`config.mk`:
```
export PLATFORM = sky130hd
export DESIGN_NAME = sym_unpack
export DESIGN_NICKNAME = d
export VERILOG_FILES = /design/src/rtl/sym_unpack.sv
export SDC_FILE = /design/constraint.sdc
export NUM_CORES = 1
export LEC_CHECK = 0
export CORE_MARGIN = 2
export CORE_UTILIZATION = 46
export DETAILED_ROUTE_END_ITERATION = 6
export GPL_ROUTABILITY_DRIVEN = 0
export HOLD_SLACK_MARGIN = 0.03
export PLACE_DENSITY = 0.75
export SETUP_SLACK_MARGIN = 0.5
export SYNTH_ARGS = -nofsm -noshare
export SYNTH_HDL_FRONTEND = slang
export SYNTH_SLANG_ARGS = --single-unit
```
`constraint.sdc`:
```
create_clock -name CLK_I -period 1.8 [get_ports CLK_I]
set_input_delay 0.36 -clock CLK_I [delete_from_list [all_inputs] [get_ports CLK_I]]
set_output_delay 0.36 -clock CLK_I [all_outputs]
set_load 0.005 [all_outputs]
```
`src/rtl/sym_unpack.sv`:
```
// sym_unpack: receive-side symbol-to-bit unpacker.
// 4-bit (16-QAM) / 2-bit (QPSK) symbols in, LSB-first serial bits out.
module sym_unpack (
  input  logic       CLK_I,
  input  logic       RST_I,
  input  logic       CYC_I,
  input  logic       STB_I,
  input  logic       WE_I,
  input  logic [3:0] DAT_I,
  output logic       ACK_O,
  input  logic       QAM,
  input  logic       QPSK,
  output logic       CYC_O,
  output logic       STB_O,
  output logic       WE_O,
  output logic       DAT_O,
  input  logic       ACK_I,
  output logic       LAST_O
);

  logic [3:0] sh;
  logic [2:0] rem;
  logic [3:0] hold;
  logic [2:0] hold_len;
  logic       hold_valid;
  logic       cyc_q;

  logic       mode_ok;
  logic [2:0] len;
  logic [3:0] sym;
  logic       accept;
  logic       busy;
  logic       xfer;
  logic       load;

  assign mode_ok = QAM | QPSK;
  assign len     = QAM ? 3'd4 : 3'd2;

  // unused QPSK bits are zeroed so the shifter drains clean
  assign sym     = QAM ? DAT_I : {2'b00, DAT_I[1:0]};

  assign accept  = CYC_I & STB_I & WE_I & mode_ok & ~hold_valid;
  assign busy    = (rem != 3'd0);
  assign xfer    = busy & ACK_I;
  assign load    = hold_valid &
                   ((rem == 3'd0) | ((rem == 3'd1) & xfer));

  assign ACK_O  = accept;
  assign STB_O  = busy;
  assign WE_O   = busy;
  assign DAT_O  = sh[0];
  assign LAST_O = (rem == 3'd1);
  assign CYC_O  = cyc_q;

  always_ff @(posedge CLK_I or negedge RST_I) begin
    if (!RST_I) begin
      sh  <= 4'd0;
      rem <= 3'd0;
    end else if (load) begin
      sh  <= hold;
      rem <= hold_len;
    end else if (xfer) begin
      sh  <= {1'b0, sh[3:1]};
      rem <= rem - 3'd1;
    end
  end

  always_ff @(posedge CLK_I or negedge RST_I) begin
    if (!RST_I) begin
      hold       <= 4'd0;
      hold_len   <= 3'd0;
      hold_valid <= 1'b0;
    end else if (accept) begin
      hold       <= sym;
      hold_len   <= len;
      hold_valid <= 1'b1;
    end else if (load) begin
      hold_valid <= 1'b0;
    end
  end

  // bus cycle stays open until every buffered bit has drained
  always_ff @(posedge CLK_I or negedge RST_I) begin
    if (!RST_I) cyc_q <= 1'b0;
    else        cyc_q <= CYC_I | hold_valid | busy;
  end

endmodule

```
==> results.md <==
- Outcome: complete, no violations
- Crit Path Category: flip-flop to primary output
- Final Util: 79.2%
- Number of antenna diodes: 0
- Synthesis-to-finish area growth: 62.0%
- Syn nets: 79
- Cell Chain, Critical Path: inv_2, ha_4, nor2b_4, buf_2
- Yosys reg bits: 15
- Vias in the first global route: 636
- DP Wirelength: 1.11 mm
- Worst reg2reg path startpoint: rem[1]$_DFFE_PN0P_
- Initial antenna violation count: 0
- Max-slew violation count: 0
- FF/Latch Area: 377 µm²
- Site Rows: 14
- # placed instances: 103
- Power Density: 1480 nW/µm²
- RSZ-0062 raised after global routing: true
- First drt pass iteration count: 4
- Fillers: 99
- Nets: 119
- Max Cap Viol: 0
- Share of layout cells above drive strength 1: 45.6%
- Fin cells: 119
- Core outline area: 1510 µm²
- Period minus WS final: 1590 ps
- WP data arrival: 1230 ps
- DRC: 0
- First-pass GRT wire length: 2.80 mm
- # port buffers: 17
- CP Capture Type: primary output
- Final WL: 1.85 mm
- Total CTS buffers: 3
- Gr usage total: 20.5%
- Final setup vio count: 0
- Cell count after synthesis: 64
- Final hold vios: 0
- Overflow after GRT: 0
- CP Data Required Time: 1440 ps
- Sequential fraction of the synthesis area: 50.9%
- CP peak stage delay: 410 ps
- CTS root buffer: clkbuf_4
- Critical path launch point type: flip-flop
- H-tree levels: 1
- Slowest cell on the critical path: dfrtp_1
- Hold Buf Count CTS: 0
- Die area: 1940 µm²
- DRT antenna net count: 0
- Max VDD drop: 0.000845 V
- Highest clock rate: 628 MHz
- Syn_area_per_cell: 11.5 µm²
- Vias per cell: 5.27
- Post-synth cell types: 26
- Crit path launch: rem[1]$_DFFE_PN0P_
- CTS Sinks: 15
- TritonCTS clock tree: done
- Worst-Margin Slew: 364 ps
- Clk buf depth: 2
- Starting Density: 48.9%
- P_leak: 0.542 nW
- Clock-pin slew on the worst setup and hold paths: 90 ps
- Max-slew headroom: 75.3%
- Min Hold Slack: 375 ps
- Synth warn: 0
- Synthesized area: 737 µm²
- Fin crit share: 88.4%
- Area of the multi-input gates: 417 µm²
- Clk_lat worst skew: 280 ps
- Layout Skew: 1.76 ps
- Die Span Y: 44.0 µm
- Hold Path Class: input pin to asynchronous set/reset pin
- Overall die width: 44.0 µm
- Worst-path fanout max: 3
- Power Total: 1.77 mW
- Wire per inst: 15.5 µm
- Routed via count: 627
- Largest net degree at the start of global routing: 16
- 1st-iter DRT viols: 9
- I/O pin count: 18
## per-stage QoR
step           setup WS [ps]  instance area [µm²]  TNS, ps
2_1_floorplan            335                  763        0
5_1_grt                  148                 1190        0
4_1_cts                  215                 1120        0
3_3_place_gp            -233                  995     -233
6_report                 208                 1190        0
3_5_place_dp            -245                  995     -245
## report_power, final
part	internal [mW]	leakage [nW]	switching, mW
registers	0.471	0.188	0.104
logic	0.595	0.337	0.407
clock network	0.0825	0.0177	0.110
## cell usage in the layout, fill, tap and decap left out, types with 2 or more instances in the layout
cell type and count:
clkbuf_4 3, inv_1 2, buf_6 12, buf_4 9, clkdlybuf4s50_1 8, mux2_4 3, inv_2 2, buf_2 2
nand3_1 2, mux2i_1 4, o21ai_2 3, ha_4 2, dfrtp_1 14, o21ai_1 4, dlygate4sd2_1 4, nand2_1 7
## cell usage after synthesis (all sizes together)
master	number	area, µm²
a22o	1	8.76
nor3	1	5.00
nand3	2	10.0
buf	2	18.8
o31ai	1	7.51
dfrtp	15	375
inv	4	15.0
a22oi	1	7.51
nor2	2	15.0
ha	3	37.5
nor2b	1	6.26
or3	1	6.26
o41ai	1	8.76
nor3b	1	18.8
a21o	1	7.51
mux2i	5	50.1
a31o	1	8.76
a21oi	1	8.76
o21ai	7	35.0
nand2	8	30.0
mux2	3	33.8
nand2b	1	13.8
nand4b	1	8.76
## worst max-delay path, delay by kind of cell, from the launching register on
kind	cells	cell delay, ps
and+or+nand+nor	1	150
DFF	1	410
adders and majority gates	1	150
buffers and inverters	2	230
## area by class of cell
cell class,instances,area share (%)
repair buffers,36,28.3
multi-input cells,44,34.9
clock inverters,1,0.419
inverters,4,1.26
well taps,16,1.68
clock buffers,3,1.89
flip-flops and latches,15,31.6
## layer usage
layer	vias up	track usage (%)	part of all wire, %
met3	2	2.86	2.5
met1	307	24.6	43
met4	0	12.7	0.81
met2	11	34.7	54
met5	-	0	0
li1	307	-	-
## repair_timing
action | CTS | global route
pin swaps | 5 | 10
gates resized for setup | 36 | 13
setup buffers | 7 | 4
endpoints found under the setup margin | 17 | 19
cloned | 1 | 0
## final timing paths
kind | end | cells past startpoint | slack, ps
max in group asynchronous | rem[2]$_DFFE_PN0P_ | 2 | 1240
worst max-delay path | LAST_O | 4 | 210
min in group CLK_I | CYC_O$_DFF_PN0_ | 2 | 440
worst min-delay path | hold_len[2]$_DFFE_PN0P_ | 2 | 370
worst min register to register | sh[1]$_DFFE_PN0P_ | 2 | 500
worst max register to register | sh[2]$_DFFE_PN0P_ | 8 | 240
## kinds of logic after synthesis
family / synth area share [%]
buf+inv: 4.58
mux: 11.4
flops: 50.9
fa+ha+maj: 5.09
compound gates: 12.6
simple gates: 15.5
## flip-flops by register name, summed over array words and instances (netlist names)
| signal | flops |
|---|---|
| CYC_O | 1 |
| hold | 4 |
| hold_len | 2 |
| hold_valid | 1 |
| rem | 3 |
| sh | 4 |
(Power assumes the default switching activity.)
==> edit, RTL diff (same settings) <==
Reset style: synchronous (`RST_I`), changed in 3 clocked blocks.
--- a/src/rtl/sym_unpack.sv
+++ b/src/rtl/sym_unpack.sv
@@ -53,5 +53,5 @@
   assign CYC_O  = cyc_q;
 
-  always_ff @(posedge CLK_I or negedge RST_I) begin
+  always_ff @(posedge CLK_I) begin
     if (!RST_I) begin
       sh  <= 4'd0;
@@ -66,5 +66,5 @@
   end
 
-  always_ff @(posedge CLK_I or negedge RST_I) begin
+  always_ff @(posedge CLK_I) begin
     if (!RST_I) begin
       hold       <= 4'd0;
@@ -81,5 +81,5 @@
 
   // bus cycle stays open until every buffered bit has drained
-  always_ff @(posedge CLK_I or negedge RST_I) begin
+  always_ff @(posedge CLK_I) begin
     if (!RST_I) cyc_q <= 1'b0;
     else        cyc_q <= CYC_I | hold_valid | busy;
Behaviour: differs if RST_I is asserted again (counterexample within 4 cycles, from zero or initial values and one cycle with RST_I low); with RST_I held inactive, the same outputs for 10 cycles.
==> edit against the original RTL <==
  * Maximum frequency shrank 1.1%
  * Area after synthesis increased by 17%
  * Design area increased by 7.7%
  * Wire length is 28% higher
  * Die area up 15%
  * First-iteration DRC count grew 130%
  * Setup slack got worse by 17 ps
  * Sequential cell count unchanged
  * Critical path type is now register to register
  * Power is 10% higher
==> edit: results (changes against the original RTL) <==
| Metric | Value |
|---|---|
| Fmax | 622 MHz (-1.1%) |
| Pre-CTS setup slack | -176 ps (+69.6 ps) |
| Total nets after synthesis | 110 (+39%) |
| Met2 routed wirelength | 1200 um (+22%) |
| Switch share | 37.9% (+2.8 points) |
| Critical Path AT | 1800 ps (+570 ps) |
| Slowest-stage cell, CP | dfxtp_2 |
| Internal power | 1.21 mW (+5.6%) |
| Multi-input combinational area share | 43.9% (+9.0 points) |
| Layout cell share with drive strength beyond 1 | 41.7% (-4.0 points) |
| Worst reg2reg endpoint | sh[0] |
| Largest net degree at the start of global routing | 10 (-6) |
| Total number of vias | 898 (+43%) |
| Synth cell count leaders | 15 x dfxtp_1, 10 x o21ai_0, 8 x a21oi_1 |
| Final net count | 148 (+24%) |
| Final setup skew | 5.34 ps (+3.58 ps) |
| Routed wire length on met3 | 92 um (+100%) |
| Register area | 307 um2 (-19%) |
| Final Non-Filler Cells | 157 (+32%) |
| Slew at the pin closest to its max-slew limit | 346 ps (-18.1 ps) |
| Registers with the most flip-flops | hold: 4 flops, sh: 4 flops, rem: 3 flops |
| Post-synthesis cell count | 95 (+48%) |
| Tot GR Track Use | 23.5% (+3.0 points) |
| CP delay by family, top | compound AO/OA/AOI/OAI gates |
| Routed len/inst | 15.0 um (-3.0%) |
| Static Leak | 0.541 nW (-0.16%) |
| H-tree depth | 1 (unchanged) |
| CLK BUF | 4 (+1) |
| Multi-Input Combinational | 70 (+59%) |
| Async set-reset flop share out of synthesis | 0% (-100 points) |
| Sequential cell power | 474 uW (-17%) |
| DRT iter0 DRCs | 21 (+12) |
| Peak supply drop | 0.000783 V (-7.4%) |
| Signal buffers share of area | 26.4% (-1.9 points) |
| CP max FO | 5 (+2) |
| Grt met2 use | 39.5% (+4.8 points) |
| DPL Wire Length | 1580 um (+42%) |
| Largest stage delay, worst path | 370 ps (-40 ps) |
| Status | finished clean |
| Area contributors post-synth | dfxtp_1 35%, o21ai_0 5.8%, a21oi_1 4.6%, ha_1 4.4%, nand3_1 3.5% |
| Reg2reg start | rem[0] |
| Cells after DPL | 142 (+38%) |
| Seq cells | 15 (unchanged) |
| WL met1 | 1010 um (+27%) |
| Post-synth cell types | 39 (+50%) |
| Clock-cell share | 2.04% (-0.26 points) |
| Vias in the first global route | 856 (+35%) |
| Placed Area | 1110 um2 (+11%) |
| Reg2Reg Setup Slack | 190 ps (-50 ps) |
[edit: cell types whose count changed after synthesis, moves of 4 or more]
cell     delta
dfrtp_1    -15
o21ai_0     +8
dfxtp_1    +15
nand2_1     -5
a21oi_1     +8
mux2i_1     -5
o21ai_1     -5
nand3_1     +4
[edit: what timing repair did]
action                     CTS  global route
setup buffers                9             2
setup endpoints to repair   20            12
gates cloned                 0             0
resized for setup           36            10
pin swaps                    6             1
[edit: cell families after synthesis]
kind of cell / after synthesis / share of synthesized area (%)
compound gates: 37 / 29.5
simple gates: 29 / 22.4
flops: 15 / 34.8
buf+inv: 10 / 7.69
fa+ha+maj: 3 / 4.35
mux: 1 / 1.31
[edit: worst min-delay path by stage]
stage	slack (ps)	cells after the start	end	start
final	490	2	hold[2]	hold[2]
after global routing	500	2	hold[3]	hold[3]
after CTS	490	2	hold[2]	hold[2]
after detailed placement	480	2	hold[2]	hold[2]
after global placement	470	2	hold[3]	hold[3]
after floorplan	440	2	hold[3]	hold[3]
